<file path="src/rtl/param_counter_pkg.sv">
// param_counter_pkg: shared mode encoding for the up/down counter.
package param_counter_pkg;
  localparam logic [1:0] MODE_HOLD = 2'b00;
  localparam logic [1:0] MODE_UP   = 2'b01;
  localparam logic [1:0] MODE_DOWN = 2'b10;
  localparam logic [1:0] MODE_LOAD = 2'b11;
endpackage

</file>
<file path="src/rtl/param_updown_counter.sv">
// param_updown_counter: up/down counter with loadable wrap limit, registered tc pulse and sticky wrap flag.
module param_updown_counter
  import param_counter_pkg::*;
#(
  parameter int WIDTH     = 8,
  parameter int RESET_VAL = 0
) (
  input  logic             clk,
  input  logic             rst_n,
  input  logic             en,
  input  logic [1:0]       mode,
  input  logic [WIDTH-1:0] data_in,
  input  logic             limit_load,
  input  logic             clear_flags,
  input  logic             out_enable,
  output logic [WIDTH-1:0] q,
  output logic [WIDTH-1:0] q_oe,
  output logic             tc,
  output logic             wrap_sticky
);
  logic [WIDTH-1:0] cnt_q, cnt_d, limit_q, limit_d;
  logic tc_q, tc_d, wrap_q, wrap_d, up, dn, at_top, at_zero;
  always_comb begin
    up      = (mode == MODE_UP) && en;
    dn      = (mode == MODE_DOWN) && en;
    at_top  = cnt_q >= limit_q;
    at_zero = cnt_q == '0;
    // counting always compares against the limit held before this edge
    limit_d = limit_load ? data_in : limit_q;
    tc_d    = (up && at_top) || (dn && at_zero);
    wrap_d  = tc_d || (wrap_q && !clear_flags);
    cnt_d   = (mode == MODE_LOAD) ? data_in :
              up ? (at_top ? '0 : cnt_q + 1'b1) :
              dn ? (at_zero ? limit_q : cnt_q - 1'b1) : cnt_q;
  end
  always_ff @(posedge clk or negedge rst_n) begin
    if (!rst_n) begin
      cnt_q   <= WIDTH'(RESET_VAL);
      limit_q <= '1;
      tc_q    <= 1'b0;
      wrap_q  <= 1'b0;
    end else begin
      cnt_q   <= cnt_d;
      limit_q <= limit_d;
      tc_q    <= tc_d;
      wrap_q  <= wrap_d;
    end
  end
  assign q           = cnt_q;
  assign q_oe        = {WIDTH{out_enable}};
  assign tc          = tc_q;
  assign wrap_sticky = wrap_q;
endmodule
</file>
<file path="config.mk">
export PLATFORM = sky130hd
export DESIGN_NAME = param_updown_counter
export DESIGN_NICKNAME = d
export VERILOG_FILES = /design/src/rtl/param_counter_pkg.sv /design/src/rtl/param_updown_counter.sv
export SDC_FILE = /design/constraint.sdc
export NUM_CORES = 1
export LEC_CHECK = 0
export CAP_MARGIN = 0
export CELL_PAD_IN_SITES_DETAIL_PLACEMENT = 2
export CELL_PAD_IN_SITES_GLOBAL_PLACEMENT = 2
export CORE_ASPECT_RATIO = 0.75
export CORE_MARGIN = 10
export CORE_UTILIZATION = 31
export CTS_CLUSTER_SIZE = 10
export DETAILED_ROUTE_END_ITERATION = 8
export PLACE_DENSITY_LB_ADDON = 0.1
export SLEW_MARGIN = 20
export SYNTH_ARGS = -nofsm -noshare
export SYNTH_HDL_FRONTEND = slang
export SYNTH_SLANG_ARGS = --single-unit
</file>
<file path="constraint.sdc">
create_clock -name clk -period 3.85 [get_ports clk]
set_input_delay 0.385 -clock clk [delete_from_list [all_inputs] [get_ports clk]]
set_output_delay 0.385 -clock clk [all_outputs]
set_load 0.005 [all_outputs]
</file>
---- Word-level counts from Yosys, hierarchy flattened ----
Cells that the tools add are included.
word-level totals
  register bits after elaboration ......... 18
  bits in latches ......................... 0
  RAM bits ................................ 0
  bits in read-only memories .............. 0
  output and inout bits ................... 18
  memories kept ........................... 0
cells by class
  add/subtract/negate cells ............... 2
  $mul .................................... 0
  div/mod/pow operators ................... 0
  order comparisons ....................... 1
  equality and inequality tests ........... 3
  shift operators ......................... 0
  mux-type cells .......................... 5
  bitwise logic cells ..................... 0
  reduce and logical (&&, ||, !) cells .... 10
operators by type and width
  kind                                                                    count
  8-bit two-way mux                                                       5
  8-bit by 1-bit adder with 8-bit output (second input constant)          1
  8-bit greater-or-equal comparator                                       1
  8-bit zero test                                                         1
  8-bit by 1-bit subtractor with 8-bit output (second input constant)     1
  1-bit logical AND                                                       5
  2-bit equality test (second input constant)                             2
  3-bit nonzero test                                                      1
  2-bit by 1-bit equality test with 1-bit output (second input constant)  1
  1-bit logical OR                                                        2
  1-bit zero test                                                         1

---- Longest topological paths before layout ----
Gate-level depths: netlist of run 1.
  depth after elaboration ................. 5
  mapped depth ............................ 8

---- Least setup slack after synthesis of run 1 ----
No wires, ideal clock.
  path kind ............................... reg-to-reg
  start point ............................. register limit_q[2]
  end point ............................... register wrap_q (netlist: wrap_sticky)
  setup time .............................. 0.146 ns
  data arrival time ....................... 1.765 ns
  slack ................................... 1.939 ns
  stages on the path, launching flop included .. 9
  path buffers ............................ 1
  cell sequence ........................... dfstp_2 > inv_1 > ha_1 > and3_1 > o21ai_0 > a31o_2 > clkbuf_1 > and2_1 > o221ai_1
between the ends
  cells in the longest elaborated chain, start to end .. 4
ends and longest elaborated chain
  item                               line                        RTL
  from (decl)                        param_updown_counter.sv:21  logic [WIDTH-1:0] cnt_q, cnt_d, limit_q, limit_d;
  from (signal assigned)             param_updown_counter.sv:44  limit_q <= limit_d;
  8-bit greater-or-equal comparator  param_updown_counter.sv:26  at_top = cnt_q >= limit_q;
  1-bit logical AND                  param_updown_counter.sv:30  tc_d = (up && at_top) || (dn && at_zero);
  1-bit logical OR                   param_updown_counter.sv:30
  1-bit logical OR                   param_updown_counter.sv:31  wrap_d = tc_d || (wrap_q && !clear_flags);
  net wrap_d                         param_updown_counter.sv:22  logic tc_q, tc_d, wrap_q, wrap_d, up, dn, at_top, at_zero;
  to (signal assigned)               param_updown_counter.sv:46  wrap_q <= wrap_d;
  to (decl)                          param_updown_counter.sv:22
The timed path passes the listed nets, and every way through them passes these cells.
A chain may end at the register's enable or synchronous reset.

---- Worst setup path in the final report of run 1 ----
  start point ............................. register limit_q[6]
  end point ............................... register cnt_q[7] (netlist: q[7])
between the ends
  cells in the longest elaborated chain, start to end .. 4
ends and longest elaborated chain
  item                               line                        RTL
  8-bit greater-or-equal comparator  param_updown_counter.sv:26
  8-bit two-way mux (2 in a row)     param_updown_counter.sv:33  up ? (at_top ? '0 : cnt_q + 1'b1) :
  8-bit two-way mux                  param_updown_counter.sv:32  cnt_d = (mode == MODE_LOAD) ? data_in :
  to (signal assigned)               param_updown_counter.sv:38  cnt_q <= WIDTH'(RESET_VAL);
  to (signal assigned)               param_updown_counter.sv:43  cnt_q <= cnt_d;
  to (decl)                          param_updown_counter.sv:21
No other way between the ends.

==> impl_metrics.tcl, run 1 <==
set metrics [dict create \
    die-area_um2 7685 \
    crit_path_end_kind "flop" \
    fmax_ghz 0.4369 \
    cp.arrival_ps 2470 \
    ctsResizeCount 0 \
    synth_cell_types 38 \
    hpwlAfterDp_mm 3.830 \
    dr.pass1.iters 4 \
    async_reset_ff_frac 1.000 \
    hold_violations 0 \
    fp.dieH_um 78.46 \
    synthFlopType "dfrtp_1" \
    layout-drive-gt1-share 0.09091 \
    final_util 0.3770 \
    vias 1238 \
    synth.avg_cell_area_um2 8.561 \
    cts.htree.levels 1 \
    n_antenna_cell 0 \
    p_sw_frac 0.3715 \
    crit_path_max_fanout 7 \
    p_leak_nw 0.6416 \
    maxCapViolations 0 \
    setup_violations 0 \
    tns_ps 0 \
    tightest_slew_ps 880.7 \
    grt_pass1_wl_mm 7.900 \
    vdd_drop_max_mv 0.1269 \
    cts-root-buf "clkbuf_8" \
    combPwrFrac 0.356 \
    rows 21 \
    seqPwrFrac 0.407 \
    netlist_area_um2 1413 \
    drt_iter0_markers 28 \
    gp_congestion 0.7460 \
    slew_headroom 0.4110 \
    cts_hold_buf 0 \
    post-route-cell-area_um2 1674 \
    ant_nets 0 \
    post_drt_wl_per_cell_um 20.38 \
    yosysTopAreaCell "dfrtp_1" \
    worst_skew_pair.late_latency_ps 260 \
    grt_use_total 0.1257 \
    portBuffers 24 \
    path_class "flop to flop" \
    finalNetCount 204 \
    syn2layout_area_growth_pct 18.51 \
    ys_top_cells_by_area "dfrtp_1 18%, dfstp_2 15%, ha_1 9.7%" \
    ys_ff_latch 18 \
    core_area_um2 4441 \
    yosysTopAreaCellShare 0.1771 \
    skew_ps 4.489 \
    power.internal_mw 0.4362 \
    critical_path_required_ps 4030 \
    grt_pass1_vias 1377 \
    clock_power_share 0.237 \
    clk_pin_slew_worst_paths_ps 80 \
    grt_overflow 0 \
    clk_path_buf_depth 2 \
    net-switching-power_mw 0.2579 \
    synthCells 165 \
    antenna_found_initial 0 \
    post-route-period-util 0.5945 \
    cts_tree "done" \
    viasPerCell 5.313 \
    die_w_um 97.95 \
    whs_ps 524.9 \
    ys_seq_area_frac 0.3260 \
    yosys_warnings 0 \
    period_needed_ps 2289 \
    grt_max_degree 19 \
    wl_mm 4.749 \
    post_cts_buffers 0 \
    min_path_type "flop to flop" \
    power.density_nw_per_um2 414.6 \
    rsz0062_at_grt "false" \
    syn_nets 192 \
    finalMaxSlewViolations 0 \
    cts.sinks 18 \
    cp-start-kind "flop" \
    placed_area_um2 1619 \
    cts_buffers 3 \
    drc 0 \
    start_util 0.3181 \
    outcome "completed" \
    ioPinCount 34 \
    synth_edf_count 0 \
]
-- placed cells by master (no fill, tap or decap), types with 2 or more instances in the layout --
master            n
nor3_1            2
clkbuf_8          4
o31ai_1           2
ha_1             11
clkdlybuf4s50_1  24
xnor2_1           5
and2_1            2
inv_1            10
xor2_1            3
dfstp_2           8
nand2_1          17
and3_1            2
a31oi_1           7
nand4_1           2
dfrtp_1          10
nor2b_1           3
o21ai_0           9
nand2b_1          2
nand3_1          15
o22ai_1           8
nor2_1            7
o211ai_1          8
-- routing by layer --
| metal | share of wire | track usage |
|---|---|---|
| met5 | 0 | 0 |
| met4 | 0.010 | 0.04058 |
| met3 | 0.028 | 0.02275 |
| met2 | 0.44 | 0.1908 |
| met1 | 0.52 | 0.1744 |
-- Yosys cell counts, drive strengths merged, types with 2 or more instances --
| master | count |
|---|---|
| a31oi | 7 |
| and2 | 2 |
| and3 | 2 |
| buf | 10 |
| clkbuf | 7 |
| dfrtp | 10 |
| dfstp | 8 |
| ha | 11 |
| inv | 10 |
| nand2 | 17 |
| nand2b | 2 |
| nand3 | 15 |
| nand4 | 2 |
| nor2 | 7 |
| nor2b | 3 |
| nor3 | 2 |
| o211ai | 8 |
| o21ai | 9 |
| o22ai | 8 |
| o31ai | 2 |
| or4 | 2 |
| xnor2 | 5 |
| xor2 | 3 |
-- cell type report --
cell class,count,area [um2]
Fill cell,512,2766
Multi-Input combinational cell,120,809.5
Sequential cell,18,460.4
Timing Repair Buffer,24,240.2
Tap cell,57,71.32
Clock buffer,4,55.05
Inverter,10,37.54
-- through the flow --
stage          power, mW  worst slack (ps)  instances
2_1_floorplan     0.4235              1939        165
3_3_place_gp      0.5188              1420        229
3_5_place_dp      0.5325              1283        229
4_1_cts           0.7016              1555        233
5_1_grt           0.7480              1213        233
6_report          0.6941              1561        233
-- state kept, by name, indices dropped and copies added (netlist names) --
signal / flops
limit_q: 8
q: 8
tc: 1
wrap_sticky: 1
-- critical path: stages (launching register included) --
cell,delay [ps]
dfstp_2,520
inv_1,70
ha_1,330
a21oi_1,160
a21boi_0,160
nor3_1,590
nand3_1,150
a41oi_1,220
-- power groups by stage --
stage               clock network, mW  registers [mW]  logic (mW)
CTS                             0.168           0.283       0.251
detailed placement                  0           0.285       0.248
global placement                    0           0.283       0.236
global route                    0.177           0.290       0.281
finish                          0.165           0.282       0.247
floorplan                           0           0.247       0.177
-- worst paths after layout --
check	start	endpoint	slack (ps)	depth (start not counted)
max reg2reg	limit_q[6]$_DFFE_PN1P_	q[7]$_DFFE_PN0P_	1560	7
max in group asynchronous	rst_n	q[4]$_DFFE_PN0P_	2690	1
min reg2reg	wrap_sticky$_DFF_PN0_	wrap_sticky$_DFF_PN0_	520	2
min in group asynchronous	rst_n	q[0]$_DFFE_PN0P_	610	1
max	limit_q[6]$_DFFE_PN1P_	q[7]$_DFFE_PN0P_	1560	7
min	wrap_sticky$_DFF_PN0_	wrap_sticky$_DFF_PN0_	520	2
-- logic make-up after synthesis --
kind of cell | synth area share
DFF | 0.3260
muxes | 0.007971
and+or+nand+nor | 0.2143
adders and majority gates | 0.1045
AOI/OAI and AO/OA | 0.1966
buffers and inverters | 0.1010
xor gates and xnor gates | 0.04960
Note: power is estimated with default switching activity, not from simulation.
==> run 2, diff against run 1 <==
- CORE_UTILIZATION: 31 -> 29
- clock period: 3.85 -> 2.2 ns (I/O delays scaled with it)
==> run 2 against run 1 <==
Sequential power rose by 61%; design area rose by 6.6%; power rose by 81%; maximum frequency rose by 11%; register-to-register slack got worse by 1400 ps; via count rose by 7.8%; utilization rose by 1.3 points; flip-flop and latch count did not move; clock power rose by 76%; die area rose by 5.3%; setup slack got worse by 1400 ps.
==> impl_metrics.tcl, run 2 (synthesis gave the netlist of run 1 again) <==
set metrics [dict create \
    outcome "completed" \
    grt_max_degree 19 \
    die-area_um2 8091 \
    ff2ff_path_depth 7 \
    grt_pass1_wl_mm 8.714 \
    tightest_slew_ps 440.5 \
    cts-root-buf "clkbuf_8" \
    power.density_nw_per_um2 703.1 \
    multi_input_area_um2 814.5 \
    cts.sinks 18 \
    whs_ps 290.4 \
    vdd_drop_max_mv 0.2593 \
    gp_congestion 0.7771 \
    ff_latch_area_um2 460.4 \
    design_power_total_mw 1.255 \
    post-route-cell-area_um2 1784 \
    maxCapViolations 0 \
    fmax_ghz 0.4848 \
    cts_buffers 3 \
    critical_path_required_ps 2330 \
    timing.rr.end "wrap_sticky$_DFF_PN0_" \
    grt_overflow 0 \
    p_leak_nw 0.7095 \
    ioPinCount 34 \
    cts_tree "done" \
    post_drt_wl_per_cell_um 21.36 \
    min_path_type "input port to asynchronous set/reset pin" \
    period_needed_ps 2063 \
    grt_pass1_vias 1519 \
    finalWorstSetupSlack_ps 137.3 \
    fp.dieH_um 80.44 \
    post-route-period-util 0.9376 \
    drt_iter0_markers 44 \
    cp.arrival_ps 2200 \
    finalNetCount 218 \
    n_fill_cell 515 \
    hpwlAfterDp_mm 4.114 \
    wl_mm 5.277 \
    rows 21 \
    grt_use_total 0.1369 \
    timing.rr.start "q[0]$_DFFE_PN0P_" \
    syn2layout_area_growth_pct 26.31 \
    antenna_found_initial 0 \
    portBuffers 24 \
    most-common-layout-cells "24 x clkdlybuf4s50_1, 17 x nand2_1, 15 x nand3_1, 14 x buf_4, 11 x ha_1" \
    slew_headroom 0.7037 \
    worst_skew_pair.late_latency_ps 260 \
    pre_cts_slack_ps 164.5 \
    ant_nets 0 \
    final_common_cell "clkdlybuf4s50_1" \
    drc 0 \
    n_antenna_cell 0 \
    core_area_um2 4572 \
    clk_pin_slew_worst_paths_ps 80 \
    skew_ps 2.958 \
    die_w_um 100.6 \
    vias 1334 \
    placed_area_um2 1709 \
    crit_path_max_fanout 9 \
    finalMaxSlewViolations 0 \
    cts.htree.levels 1 \
    crit_path_end_kind "flop" \
    setup_violations 0 \
    rrSetupSlack_ps 140 \
    clk_path_buf_depth 2 \
    path_class "flop to flop" \
    layout-drive-gt1-share 0.1632 \
    start_util 0.3090 \
    dr.pass1.iters 4 \
    hold_violations 0 \
    cp-start-kind "flop" \
    final_util 0.3903 \
    viasPerCell 5.401 \
]
-- run 2: what timing repair did --
action	4_1_cts	5_1_grt
setup buffers	0	2
resized for setup	0	1
hold buffers	0	0
setup endpoints to repair	0	2
-- run 2: layout make-up --
type / count / area share
multi-input cells: 120 / 0.4565
inverters: 10 / 0.02104
well taps: 57 / 0.03997
flip-flops and latches: 18 / 0.2581
repair buffers: 38 / 0.1935
clock buffers: 4 / 0.03086
-- run 2: worst max path at each step --
stage / start / to
2_1_floorplan: limit_q[2]$_DFFE_PN1P_ / wrap_sticky$_DFF_PN0_
3_3_place_gp: q[0]$_DFFE_PN0P_ / q[6]$_DFFE_PN0P_
3_5_place_dp: q[0]$_DFFE_PN0P_ / wrap_sticky$_DFF_PN0_
4_1_cts: q[0]$_DFFE_PN0P_ / q[6]$_DFFE_PN0P_
5_1_grt: q[0]$_DFFE_PN0P_ / q[6]$_DFFE_PN0P_
6_report: q[0]$_DFFE_PN0P_ / wrap_sticky$_DFF_PN0_
-- run 2: stage by stage --
stage	TNS, ps	cells
after CTS	0	245
after global placement	0	241
final	0	247
after detailed placement	0	241
after floorplan	0	165
after global routing	-31.50	247
-- run 2: report_power, final --
part           switching (mW)  total, mW  internal [mW]
Clock                   0.131      0.291          0.160
Combinational           0.262      0.511          0.249
Sequential             0.0689      0.453          0.384
-- run 2: critical path: stages, from the launching register on --
cell	delay (ps)
dfrtp_1	480
inv_1	140
ha_1	320
and3_1	150
o21ai_0	180
a31o_2	340
and2_1	200
o221ai_1	120
-- run 2: metal layers --
| layer | up-vias | wire length, um | track usage |
|---|---|---|---|
| met3 | 2 | 246 | 0.03336 |
| met2 | 19 | 2477 | 0.2172 |
| met4 | 0 | 34 | 0.02676 |
| met1 | 674 | 2519 | 0.1836 |
| li1 | 639 | - | - |
| met5 | - | 0 | 0 |
